**src/rtl/tl_reg_master.sv**
```systemverilog
// ----------------------------------------------------------------------------
// tl_reg_master
//
// Single-outstanding TileLink-UL master that turns a simple register command
// (read/write, 64-bit data, byte mask) into one A-channel request and returns
// the matching D-channel beat as a response.
//
// Parameters
//   SOURCE_ID  fixed 9-bit TileLink source used on every A request.
//   TIMEOUT    WAIT cycles before the request is abandoned; 0 disables.
//
// Ports
//   clock, reset            sole clock; synchronous active-low reset
//   cmd_*                   command channel (valid/ready, write, addr, data, mask)
//   rsp_*                   response channel (valid/ready, data, error, timeout)
//   busy                    high whenever a transaction is in flight
//   auto_out_a_*            TileLink A channel (request)
//   auto_out_d_*            TileLink D channel (response); param/size/sink ignored
//
// Flow: IDLE -> ACQ -> WAIT -> RESP -> IDLE.
// ----------------------------------------------------------------------------
module tl_reg_master #(
    parameter logic [8:0]  SOURCE_ID = 9'd0,
    parameter int unsigned TIMEOUT   = 255
) (
    input  logic        clock,
    input  logic        reset,

    input  logic        cmd_valid,
    output logic        cmd_ready,
    input  logic        cmd_write,
    input  logic [27:0] cmd_addr,
    input  logic [63:0] cmd_data,
    input  logic [7:0]  cmd_mask,

    output logic        rsp_valid,
    input  logic        rsp_ready,
    output logic [63:0] rsp_data,
    output logic        rsp_error,
    output logic        rsp_timeout,

    output logic        busy,

    output logic        auto_out_a_valid,
    input  logic        auto_out_a_ready,
    output logic [2:0]  auto_out_a_bits_opcode,
    output logic [2:0]  auto_out_a_bits_param,
    output logic [1:0]  auto_out_a_bits_size,
    output logic [8:0]  auto_out_a_bits_source,
    output logic [27:0] auto_out_a_bits_address,
    output logic [7:0]  auto_out_a_bits_mask,
    output logic [63:0] auto_out_a_bits_data,
    output logic        auto_out_a_bits_corrupt,

    input  logic        auto_out_d_valid,
    output logic        auto_out_d_ready,
    input  logic [2:0]  auto_out_d_bits_opcode,
    input  logic [1:0]  auto_out_d_bits_param,
    input  logic [1:0]  auto_out_d_bits_size,
    input  logic [8:0]  auto_out_d_bits_source,
    input  logic        auto_out_d_bits_sink,
    input  logic        auto_out_d_bits_denied,
    input  logic [63:0] auto_out_d_bits_data,
    input  logic        auto_out_d_bits_corrupt
);

    localparam logic [2:0] OpPutFull    = 3'd0;
    localparam logic [2:0] OpPutPartial = 3'd1;
    localparam logic [2:0] OpGet        = 3'd4;
    localparam logic [2:0] OpAccessAck  = 3'd0;
    localparam logic [2:0] OpAckData    = 3'd1;

    localparam bit          TimeoutEn   = (TIMEOUT != 0);
    // Last WAIT count value before abort; unused when the timeout is disabled.
    localparam logic [15:0] TimeoutLast = TimeoutEn ? 16'(TIMEOUT - 1) : 16'd0;

    typedef enum logic [1:0] {
        StIdle,
        StAcq,
        StWait,
        StResp
    } state_e;

    state_e      state_q;
    logic        write_q;
    logic [2:0]  a_opcode_q;
    logic [27:0] a_address_q;
    logic [7:0]  a_mask_q;
    logic [63:0] a_data_q;
    logic [15:0] cnt_q;
    logic [63:0] rsp_data_q;
    logic        rsp_error_q;
    logic        rsp_timeout_q;

    logic        d_match;
    logic        d_bad_opcode;

    // D is always drained while out of reset; only a beat for our source in
    // WAIT has any effect.
    assign auto_out_d_ready = reset;
    assign d_match          = auto_out_d_valid && (auto_out_d_bits_source == SOURCE_ID);
    assign d_bad_opcode     = write_q ? (auto_out_d_bits_opcode != OpAccessAck)
                                      : (auto_out_d_bits_opcode != OpAckData);

    // Status flags are gated by reset so they read as idle for the whole
    // time reset is held, including the cycle before the first reset edge.
    assign cmd_ready        = reset && (state_q == StIdle);
    assign auto_out_a_valid = reset && (state_q == StAcq);
    assign rsp_valid        = reset && (state_q == StResp);
    assign busy             = reset && (state_q != StIdle);

    assign rsp_data    = rsp_data_q;
    assign rsp_error   = rsp_error_q;
    assign rsp_timeout = rsp_timeout_q;

    assign auto_out_a_bits_opcode  = a_opcode_q;
    assign auto_out_a_bits_param   = 3'd0;
    assign auto_out_a_bits_size    = 2'd3;
    assign auto_out_a_bits_source  = SOURCE_ID;
    assign auto_out_a_bits_address = a_address_q;
    assign auto_out_a_bits_mask    = a_mask_q;
    assign auto_out_a_bits_data    = a_data_q;
    assign auto_out_a_bits_corrupt = 1'b0;

    logic unused_d_fields;
    assign unused_d_fields = ^{auto_out_d_bits_param, auto_out_d_bits_size,
                               auto_out_d_bits_sink};

    always_ff @(posedge clock) begin
        if (!reset) begin
            state_q       <= StIdle;
            write_q       <= 1'b0;
            a_opcode_q    <= 3'd0;
            a_address_q   <= 28'd0;
            a_mask_q      <= 8'd0;
            a_data_q      <= 64'd0;
            cnt_q         <= 16'd0;
            rsp_data_q    <= 64'd0;
            rsp_error_q   <= 1'b0;
            rsp_timeout_q <= 1'b0;
        end else begin
            unique case (state_q)
                StIdle: begin
                    if (cmd_valid) begin
                        // A fields are fully formed here so they stay frozen in ACQ.
                        write_q     <= cmd_write;
                        a_address_q <= {cmd_addr[27:3], 3'b000};
                        if (cmd_write) begin
                            a_opcode_q <= (cmd_mask == 8'hFF) ? OpPutFull : OpPutPartial;
                            a_mask_q   <= cmd_mask;
                            a_data_q   <= cmd_data;
                        end else begin
                            a_opcode_q <= OpGet;
                            a_mask_q   <= 8'hFF;
                            a_data_q   <= 64'd0;
                        end
                        state_q <= StAcq;
                    end
                end
                StAcq: begin
                    if (auto_out_a_ready) begin
                        cnt_q   <= 16'd0;
                        state_q <= StWait;
                    end
                end
                StWait: begin
                    // A matching beat takes priority over an expiring timeout.
                    if (d_match) begin
                        rsp_data_q    <= write_q ? 64'd0 : auto_out_d_bits_data;
                        rsp_error_q   <= auto_out_d_bits_denied
                                       | (auto_out_d_bits_corrupt & ~write_q)
                                       | d_bad_opcode;
                        rsp_timeout_q <= 1'b0;
                        state_q       <= StResp;
                    end else if (TimeoutEn && (cnt_q == TimeoutLast)) begin
                        rsp_data_q    <= 64'd0;
                        rsp_error_q   <= 1'b1;
                        rsp_timeout_q <= 1'b1;
                        state_q       <= StResp;
                    end else begin
                        cnt_q <= cnt_q + 16'd1;
                    end
                end
                StResp: begin
                    if (rsp_ready) begin
                        state_q <= StIdle;
                    end
                end
                default: state_q <= StIdle;
            endcase
        end
    end

endmodule

```
**config.mk**
```make
export PLATFORM = sky130hd
export DESIGN_NAME = tl_reg_master
export DESIGN_NICKNAME = d
export VERILOG_FILES = /design/src/rtl/tl_reg_master.sv
export SDC_FILE = /design/constraint.sdc
export NUM_CORES = 1
export LEC_CHECK = 0
export BUFFER_PORTS_ARGS = -buffer_cell sky130_fd_sc_hd__buf_2
export CORE_ASPECT_RATIO = 0.6
export CORE_MARGIN = 5
export CORE_UTILIZATION = 46
export CTS_CLUSTER_DIAMETER = 150
export DETAILED_ROUTE_END_ITERATION = 16
export PLACE_DENSITY = 0.91
export SETUP_SLACK_MARGIN = 0.15
export SYNTH_ARGS = -nofsm -noshare
export SYNTH_HDL_FRONTEND = slang
export SYNTH_SLANG_ARGS = --single-unit
```
**constraint.sdc**
```tcl
create_clock -name clock -period 2.7 [get_ports clock]
set_input_delay 0.135 -clock clock [delete_from_list [all_inputs] [get_ports clock]]
set_output_delay 0.135 -clock clock [all_outputs]
set_load 0.05 [all_outputs]
```
==> reports/results.tsv, run 1 <==
metric	value	unit
outcome	finished clean	
io_buffers	351	
hold_depth	3	
whs_endpoint	rsp_data[35]	
critPathSlowestCell	a211o_1	
min_period	2300	ps
synth-async-reset-ratio	0	%
ys_warn_count	0	
synth-seq-cells	184	
rows	36	
nNetsFinal	1460	
fin_crit_sh	85.3	%
post-route-drc-count	0	
crit_path_max_incr_delay	450	ps
seq_area	0.00368	mm²
fp.dieArea	0.0191	mm²
setup_viol	0	
firstDrtPassIters	8	
cp.arrival	2630	ps
synth_top_cell_by_area	dfxtp_1	
area_growth_syn_to_layout	49.5	%
syn_area	0.00754	mm²
cts-root-buf	clkbuf_16	
rr_endpoint	cnt_q[8]	
die_w	175	µm
cts_tree	yes	
clock_path_buffers	2	
path_buf_inv	1	
fillCellCount	1135	
powerDensity	729	mW/mm²
cp-end-kind	flip-flop	
drive_gt1_share	32.7	%
core	0.0162	mm²
reg2reg_slack	400	ps
viasPerCell	5.45	
first_global_vias	7931	
r2r_cells	7	
multi_input_area	0.00345	mm²
routed_wl	28300	µm
final_cell_mix	350 x buf_2, 184 x dfxtp_1, 132 x nand2_1, 130 x dlygate4sd3_1, 93 x a21boi_0	
postRouteAntennaNets	0	
drt-wirelength-per-cell	19.1	µm
crit_chain	inv_1, ha_1, nor4b_1, and4b_1, a211o_1, or3_1, a221oi_1	
synth_edf_count	0	
cp_max_fo	8	
drtIter0Drc	775	
pin_count	379	
clock_skew	11.6	ps
synthTopCellsByArea	dfxtp_1 49%, a21boi_0 9.3%, nand2_1 6.6%	
ir_drop	0.401	mV
cts_resized	0	
netlist-cell-type-count	55	
cts.reportedPaths.clkPinSlew	80	ps
clock_sinks	184	
dp_hpwl	16900	µm
avgSynthCellArea	9.17	µm²
synth_seq_area_share	48.8	%
r2r_start	cnt_q[0]	
netlist_instances	822	
required	3030	ps
initial_core_util	46.6	%
grt_antenna_before_repair	0	
routed-via-count	8106	
timing.fmax	0.434	GHz
power	8.22	mW
hold_violations	0	
cellLeakagePower	4.97	nW
maxCapViolCount	0	
groute.usage.overall	27.7	%
place_congestion	0.853	
final_common_cell	buf_2	
rsz0062_at_grt	no	
max-slew-margin-rel	48.2	%
drv_slew	0	
grt_pass1_wl	42200	µm
min_path_type	in -> reg	
clk_latency	430	ps
cp-start-kind	flip-flop	
ys.flop_type	dfxtp_1	
critPathTopFamily	simple AND/OR/NAND/NOR gates	
critPathKind	reg -> reg	
cts_max_level	4	
setup-tns-final	0	ps
tightestPinTransition	768	ps
min_from	auto_out_d_bits_data[35]	
fp.dieH	109	µm
synth_top_cell_area_share	48.8	%
overflow	0	
cts_made_buffers	17	
grt_max_degree	81	
report_power, final:
| part | switching (mW) | total [mW] | internal, mW | leakage (nW) |
|---|---|---|---|---|
| clock network | 1.28 | 2.56 | 1.28 | 0.301 |
| registers | 0.125 | 3.06 | 2.94 | 1.49 |
| logic | 1.85 | 2.59 | 0.746 | 3.18 |
| total | 3.25 | 8.22 | 4.96 | 4.97 |
kinds of logic (layout without fill, tap and decap cells):
group / after synthesis / count (layout) / synth area share [%]
flip-flops: 184 / 184 / 48.8
adder cells (fa/ha/maj): 6 / 6 / 0.995
multiplexers: 3 / 3 / 0.398
other: 2 / 20 / 0.0996
AND/OR/NAND/NOR: 332 / 332 / 22.5
buffers and inverters: 96 / 534 / 6.50
AO/OA/AOI/OAI: 199 / 199 / 20.6
how the worst max path moves through the flow:
| stage | end | from | cells after the start | slack (ps) |
|---|---|---|---|---|
| 2_1_floorplan | cnt_q[8] | cnt_q[0] | 8 | 670 |
| 3_5_place_dp | cnt_q[8] | cnt_q[0] | 7 | 430 |
| 4_1_cts | cnt_q[8] | cnt_q[0] | 7 | 410 |
| 6_report | cnt_q[8] | cnt_q[0] | 7 | 400 |
| 5_1_grt | cnt_q[8] | cnt_q[0] | 7 | 270 |
| 3_3_place_gp | cnt_q[8] | cnt_q[0] | 7 | 510 |
worst min-delay path, cell delays in order:
cell	delay, ps
buf_2	80
a22oi_1	50
nor2b_1	120
routing by layer:
layer	track usage, %	up-vias	routed length [µm]
met5	0	-	0
met4	13.8	0	1420
met3	8.00	121	2410
met2	48.8	450	14100
met1	31.1	3816	10400
li1	-	3719	-
cell type report:
type	count	area share (%)
sequential	184	32.7
antenna	1	0.0222
timing repair buffer	493	28.5
clock buffer	17	3.77
multi-input combinational	559	30.6
tap	209	2.32
inverter	9	0.300
clock inverter	15	1.79
cell usage after synthesis, types with 4 or more instances:
cell type	number
ha_1	6
nor2_1	5
inv_1	9
or3_1	4
nand3b_1	10
nand4_1	6
nor2b_1	65
o21ai_0	5
a22oi_1	55
clkbuf_1	53
buf_1	5
o211a_1	9
dfxtp_1	184
a22oi_2	10
nor3_1	6
buf_6	7
buf_4	20
a21oi_1	5
a21boi_0	93
nand3_1	76
nand2_1	133
and2_1	6
through the flow:
step	worst slack (ps)	cells	utilization (%)	hold slack [ps]	area, µm²
after global routing	272	1486	69.7	5.33	11300
final	398	1487	69.7	7.77	11300
after CTS	406	1485	69.6	0.0249	11300
after floorplan	673	839	-	280	7600
after global placement	514	1324	57.8	389	9340
after detailed placement	426	1324	57.8	395	9340
repair_timing:
item                                    CTS  global route
hold endpoints to repair                129             1
endpoints found under the setup margin    0             0
hold buffers                            129             1
setup buffers                             0             0
state kept, by name, indices dropped and copies added (netlist names):
signal and flops:
state_q 2, auto_out_a_bits_mask 8, rsp_error 1, write_q 1, auto_out_a_bits_address 25, auto_out_a_bits_data 64, rsp_data 64, auto_out_a_bits_opcode 2
cnt_q 16, rsp_timeout 1
Note: power is estimated with default switching activity, not from simulation.
==> run 2, diff against run 1 <==
--- a/config.mk
+++ b/config.mk
@@ -6,12 +6,14 @@
 export NUM_CORES = 1
 export LEC_CHECK = 0
 export BUFFER_PORTS_ARGS = -buffer_cell sky130_fd_sc_hd__buf_2
+export CAP_MARGIN = 20
 export CORE_ASPECT_RATIO = 0.6
 export CORE_MARGIN = 5
-export CORE_UTILIZATION = 46
+export CORE_UTILIZATION = 47
+export CTS_BUF_LIST = sky130_fd_sc_hd__clkbuf_8
 export CTS_CLUSTER_DIAMETER = 150
 export DETAILED_ROUTE_END_ITERATION = 16
-export PLACE_DENSITY = 0.91
+export PLACE_DENSITY = 0.92
 export SETUP_SLACK_MARGIN = 0.15
 export SYNTH_ARGS = -nofsm -noshare
 export SYNTH_HDL_FRONTEND = slang
==> reports/results.tsv, run 2 (synthesis results as in run 1) <==
metric	value	unit	change
outcome	finished clean		
setup.worst_path.start	cnt_q[0]		
fp.dieArea	0.0188	mm²	-2.0%
fin_crit_sh	88.2	%	+3.0 points
groute.usage.overall	29.2	%	+1.5 points
rr_endpoint	cnt_q[8]		
min_from	cmd_mask[1]		
pin_count	379		unchanged
hold_violations	0		unchanged
powerDensity	674	mW/mm²	-7.6%
grt_pass1_wl	44600	µm	+5.7%
r2r_cells	7		unchanged
multi_input_area	0.00345	mm²	unchanged
final_cell_mix	350 x buf_2, 184 x dfxtp_1, 153 x dlygate4sd3_1, 132 x nand2_1, 93 x a21boi_0		
rows	35		-2.8%
grt_antenna_before_repair	0		unchanged
cts_tree	yes		
clock_skew	31.5	ps	+19.9 ps
route.met2.wl	14400	µm	+2.2%
area_growth_syn_to_layout	49.4	%	about the same
clock_path_buffers	2		unchanged
maxCapViolCount	0		unchanged
dp_hpwl	16900	µm	+0.24%
core	0.0155	mm²	-3.9%
tightestPinTransition	796	ps	+27.6 ps
ir_drop	0.488	mV	+22%
setup-tns-final	0	ps	unchanged
place_congestion	0.895		+4.9%
postRouteAntennaNets	0		unchanged
cp_max_fo	12		+4
cts.reportedPaths.clkPinSlew	110	ps	+30 ps
reg2reg_slack	320	ps	-80 ps
cts_made_buffers	17		unchanged
cp-end-kind	flip-flop		
cts-root-buf	clkbuf_8		
drtIter0Drc	850		+9.7%
firstDrtPassIters	6		-2
required	3030	ps	about the same
setup_viol	0		unchanged
fillCellCount	1049		-7.6%
fp.dieH	108	µm	-0.97%
drv_slew	0		unchanged
post-route-drc-count	0		unchanged
first_global_vias	8256		+4.1%
top_layer_used	met4		
clk_latency	450	ps	+20 ps
io_buffers	351		unchanged
seq_area	0.00368	mm²	unchanged
wl_met1	10500	µm	+1.2%
crit_end	cnt_q[8]		
grt_max_degree	108		+33%
viasPerCell	5.41		-0.76%
routed_wl	28500	µm	+0.42%
timing.fmax	0.420	GHz	-3.4%
overflow	0		unchanged
n_antenna_cell	0		-1
nNetsFinal	1480		+1.4%
r2r_start	cnt_q[0]		
min_path_type	in -> reg		
rsz0062_at_grt	no		
critPathKind	reg -> reg		
drive_gt1_share	31.9	%	-0.73 points
die_w	174	µm	-1.0%
cts_setup_buffers	0		unchanged
routed-via-count	8115		+0.11%
initial_core_util	48.5	%	+1.9 points
cp-start-kind	flip-flop		
max-slew-margin-rel	46.4	%	-1.9 points
power	7.59	mW	-7.6%
cp.arrival	2710	ps	+80 ps
cts_max_level	4		unchanged
drt-wirelength-per-cell	19.0	µm	-0.45%
clock_sinks	184		unchanged
final_common_cell	buf_2		
cellLeakagePower	4.96	nW	-0.19%
min_period	2380	ps	+80.1 ps
wl_met3	2400	µm	-0.37%
[run 2: cell count changes in the layout (fill, tap and decap cells not counted), sizes merged]
| cell | before | now |
|---|---|---|
| buf | 363 | 360 |
| dlygate4sd3 | 130 | 153 |
| bufinv | 0 | 1 |
| diode | 1 | 0 |
| clkinv | 8 | 7 |
| inv | 16 | 15 |
| clkinvlp | 0 | 1 |
[run 2: timing repair]
| action | 4_1_cts | 5_1_grt |
|---|---|---|
| endpoints found under the hold margin | 153 | 0 |
| endpoints found under the setup margin | 0 | 19 |
| gates resized for setup | 0 | 1 |
| hold buffers | 153 | 0 |
[run 2: final cells by class]
type,instances,share of cell area [%]
clock buffers,17,2.08
clock inverters,15,1.77
inverters,9,0.300
multi-input cells,559,30.6
flip-flops and latches,184,32.7
well taps,203,2.25
repair buffers,513,30.3
[run 2: worst min path at each step]
stage | cells past startpoint | slack (ps) | endpoint
final | 3 | 40 | auto_out_a_bits_mask[1]
after global routing | 3 | 30 | auto_out_a_bits_mask[1]
after CTS | 3 | 3 | auto_out_a_bits_mask[0]
after detailed placement | 3 | 400 | auto_out_a_bits_address[25]
after global placement | 3 | 390 | rsp_data[12]
after floorplan | 2 | 280 | auto_out_a_bits_address[10]
[run 2: report_power, final]
group	switching [mW]	internal [mW]	total [mW]
sequential	0.127	2.94	3.06
combinational	1.83	0.736	2.57
clock	1.16	0.803	1.96
total	3.11	4.48	7.59
[run 2: per-layer routing]
layer  global-route usage (%)  up-vias
li1                         -     3744
met1                     32.7     3813
met2                     53.3      461
met3                     7.93       97
met4                     11.9        0
met5                        0        -
[run 2: through the flow]
| stage | std cells | cell area (µm²) | utilization (%) | setup slack [ps] | hold WS (ps) |
|---|---|---|---|---|---|
| floorplan | 839 | 7600 | - | 673 | 280 |
| global placement | 1315 | 9300 | 59.8 | 425 | 388 |
| detailed placement | 1315 | 9300 | 59.8 | 374 | 396 |
| CTS | 1500 | 11300 | 72.4 | 324 | 3.15 |
| global route | 1500 | 11300 | 72.5 | 171 | 26.5 |
| finish | 1500 | 11300 | 72.5 | 317 | 38.6 |
[run 2: worst max-delay path, cell delays in order, from the launching register on]
cell and delay (ps):
dfxtp_1 430, inv_1 90, ha_1 200, nor4b_1 130, and4b_1 300, a211o_1 490, or3_1 400, a221oi_1 230
==> run 3, diff against run 2 <==
--- a/config.mk
+++ b/config.mk
@@ -5,15 +5,15 @@
 export SDC_FILE = /design/constraint.sdc
 export NUM_CORES = 1
 export LEC_CHECK = 0
+export ABC_AREA = 1
 export BUFFER_PORTS_ARGS = -buffer_cell sky130_fd_sc_hd__buf_2
 export CAP_MARGIN = 20
-export CORE_ASPECT_RATIO = 0.6
-export CORE_MARGIN = 5
-export CORE_UTILIZATION = 47
+export CORE_AREA = 5 5 143 145
 export CTS_BUF_LIST = sky130_fd_sc_hd__clkbuf_8
 export CTS_CLUSTER_DIAMETER = 150
 export DETAILED_ROUTE_END_ITERATION = 16
-export PLACE_DENSITY = 0.92
+export DIE_AREA = 0 0 148 150
+export PLACE_DENSITY = 0.8
 export SETUP_SLACK_MARGIN = 0.15
 export SYNTH_ARGS = -nofsm -noshare
 export SYNTH_HDL_FRONTEND = slang
==> reports/results.tsv, run 3 <==
metric	value	unit	change
outcome	finished clean		
drv_slew	0		unchanged
cp-start-kind	flip-flop		
critPathSlowestCell	nor2_8		
clock_sinks	184		unchanged
min_from	auto_out_d_bits_opcode[2]		
setup_viol	0		unchanged
grt_max_degree	92		-15%
rsz0062_at_grt	no		
firstDrtPassIters	5		-1
syn_area	0.00730	mm²	-3.1%
synth.most_common_cell	nand2_1		
tightestPinTransition	956	ps	+160 ps
powerDensity	700	mW/mm²	+4.0%
synth_top_cell_by_area	dfxtp_1		
setup-tns-final	0	ps	unchanged
fin_crit_sh	78.2	%	-10 points
netlist_instances	960		+17%
ir_drop	0.416	mV	-15%
r2r_cells	7		unchanged
cp_max_fo	33		+21
rows	51		+46%
synth_top_cell_area_share	50.4	%	+1.6 points
area_growth_syn_to_layout	52.2	%	
min_path_type	in -> reg		
synthTopCellsByArea	dfxtp_1 50%, nand2_1 18%, a21oi_1 9.7%		
post-place-ws	622	ps	+248 ps
post-route-drc-count	0		unchanged
dp_hpwl	16200	µm	-4.3%
drt-wirelength-per-cell	15.7	µm	-17%
path_buf_inv	2		+1
setup_slack	588	ps	+271 ps
ys.flop_type	dfxtp_1		
routed_wl	26700	µm	-6.2%
io_buffers	351		unchanged
synth_seq_area_share	50.4	%	+1.6 points
hold_violations	0		unchanged
cts_resized	0		unchanged
rr_endpoint	rsp_data[18]		
first_global_vias	8303		+0.57%
netlist-cell-type-count	35		-36%
reg2reg_slack	590	ps	+270 ps
drive_gt1_share	28.8	%	-3.1 points
clock_path_buffers	2		unchanged
cts_made_buffers	17		unchanged
nNetsFinal	1641		+11%
max-slew-margin-rel	36.3	%	-10 points
drtIter0Drc	425		-50%
cts_tree	yes		
cts_max_level	4		unchanged
clock_skew	33.3	ps	+1.82 ps
required	3090	ps	+60 ps
viasPerCell	4.90		-9.5%
critPathTopFamily	simple AND/OR/NAND/NOR gates		
crit_chain	inv_1, ha_1, nand3_4, nor2_8, buf_4, nand2_1, a21oi_1		
synth-async-reset-ratio	0	%	unchanged
routed-via-count	8312		+2.4%
grt_pass1_wl	40900	µm	-8.4%
cp-end-kind	flip-flop		
synth_common_cells	341 x nand2_1, 184 x dfxtp_1, 141 x a21oi_1, 82 x nor2_1, 35 x inv_1		
clk_latency	460	ps	about the same
final_common_cell	buf_2		
fp.dieH	150	µm	+39%
min_period	2110	ps	-271 ps
cts-root-buf	clkbuf_8		
fillCellCount	1593		+52%
hold_depth	5		+2
core	0.0191	mm²	+23%
die_w	148	µm	-15%
stdcell_area	0.0111	mm²	-1.3%
cts.reportedPaths.clkPinSlew	100	ps	about the same
groute.usage.overall	22.8	%	-6.3 points
cp.arrival	2500	ps	-210 ps
ys_warn_count	0		unchanged
critPathKind	reg -> reg		
synth_edf_count	0		unchanged
crit_path_max_incr_delay	430	ps	-60 ps
holdWs	63.0	ps	+24.5 ps
maxCapViolCount	0		unchanged
avgSynthCellArea	7.61	µm²	-17%
pin_count	379		unchanged
fp.dieArea	0.0222	mm²	+18%
postRouteAntennaNets	0		unchanged
whs_endpoint	rsp_error		
synth-seq-cells	184		unchanged
final_cell_mix	351 x buf_2, 340 x nand2_1, 184 x dfxtp_1, 161 x dlygate4sd3_1, 141 x a21oi_1		
grt_antenna_before_repair	0		unchanged
initial_core_util	38.3	%	-10 points
overflow	0		unchanged
place_area	0.00909	mm²	-2.2%
path_depth	7		unchanged
r2r_start	state_q[0]		
cellLeakagePower	5.15	nW	+3.7%
timing.fmax	0.474	GHz	+13%
place_congestion	0.901		+0.65%
-- run 3: cell count changes after synthesis, moves of 26 or more --
cell      previous run  this run
a21boi_0            93         0
a21oi_1              5       141
a22oi_1             55         0
inv_1                9        35
nand2_1            133       341
nand3_1             76        13
nor2_1               5        82
nor2b_1             65         0
o21ai_0              5        31
-- run 3: stage by stage --
| step | util, % | total power [mW] | instances |
|---|---|---|---|
| after floorplan | - | 5.06 | 977 |
| after global placement | 47.7 | 5.65 | 1503 |
| after detailed placement | 47.7 | 5.70 | 1503 |
| after CTS | 58.3 | 7.78 | 1696 |
| after global routing | 58.3 | 8.14 | 1696 |
| final | 58.3 | 7.79 | 1697 |
-- run 3: worst max path at each step --
stage | from | to
5_1_grt | state_q[0] | rsp_data[16]
4_1_cts | state_q[0] | rsp_data[3]
2_1_floorplan | state_q[0] | cnt_q[0]
3_3_place_gp | state_q[0] | rsp_data[11]
6_report | state_q[0] | rsp_data[18]
3_5_place_dp | state_q[0] | rsp_data[3]
-- run 3: final cells by class --
| type | instances | area, µm² | area share [%] |
|---|---|---|---|
| Sequential cell | 184 | 3680 | 33.1 |
| Clock inverter | 14 | 161 | 1.45 |
| Tap cell | 238 | 298 | 2.68 |
| Inverter | 42 | 163 | 1.46 |
| Clock buffer | 18 | 248 | 2.23 |
| Multi-Input combinational cell | 677 | 3060 | 27.5 |
| Timing Repair Buffer | 523 | 3500 | 31.5 |
| Antenna cell | 1 | 2.50 | 0.0225 |
-- run 3: worst register-to-register path, delay by kind of cell (launching register included) --
kind,cells,cell delay [ps]
and+or+nand+nor,3,780
buffers and inverters,2,410
DFF,1,350
adders and majority gates,1,350
AOI/OAI and AO/OA,1,170
-- run 3: cells by family after synthesis --
family	synth area share, %
AO/OA/AOI/OAI	13.6
XOR/XNOR	0.360
adder cells (fa/ha/maj)	1.03
buffers and inverters	8.56
flip-flops	50.4
other	0.103
AND/OR/NAND/NOR	25.9
-- run 3: layer usage --
layer	wire [µm]	share of wire, %	vias up	GRT usage, %
li1	-	-	3996	-
met1	10100	38	3820	24.8
met2	13500	51	397	40.4
met3	1890	7.1	99	6.21
met4	1260	4.7	0	12.5
met5	0	0	-	0
-- run 3: where the power goes --
| part | switching, mW | total [mW] | internal [mW] | leakage, nW |
|---|---|---|---|---|
| Clock | 1.10 | 1.90 | 0.799 | 0.210 |
| Combinational | 1.99 | 2.74 | 0.752 | 3.44 |
| Sequential | 0.158 | 3.14 | 2.98 | 1.50 |
-- run 3: what timing repair did --
action	CTS	global route
hold endpoints to repair	161	0
setup buffers	0	0
hold buffers	161	0
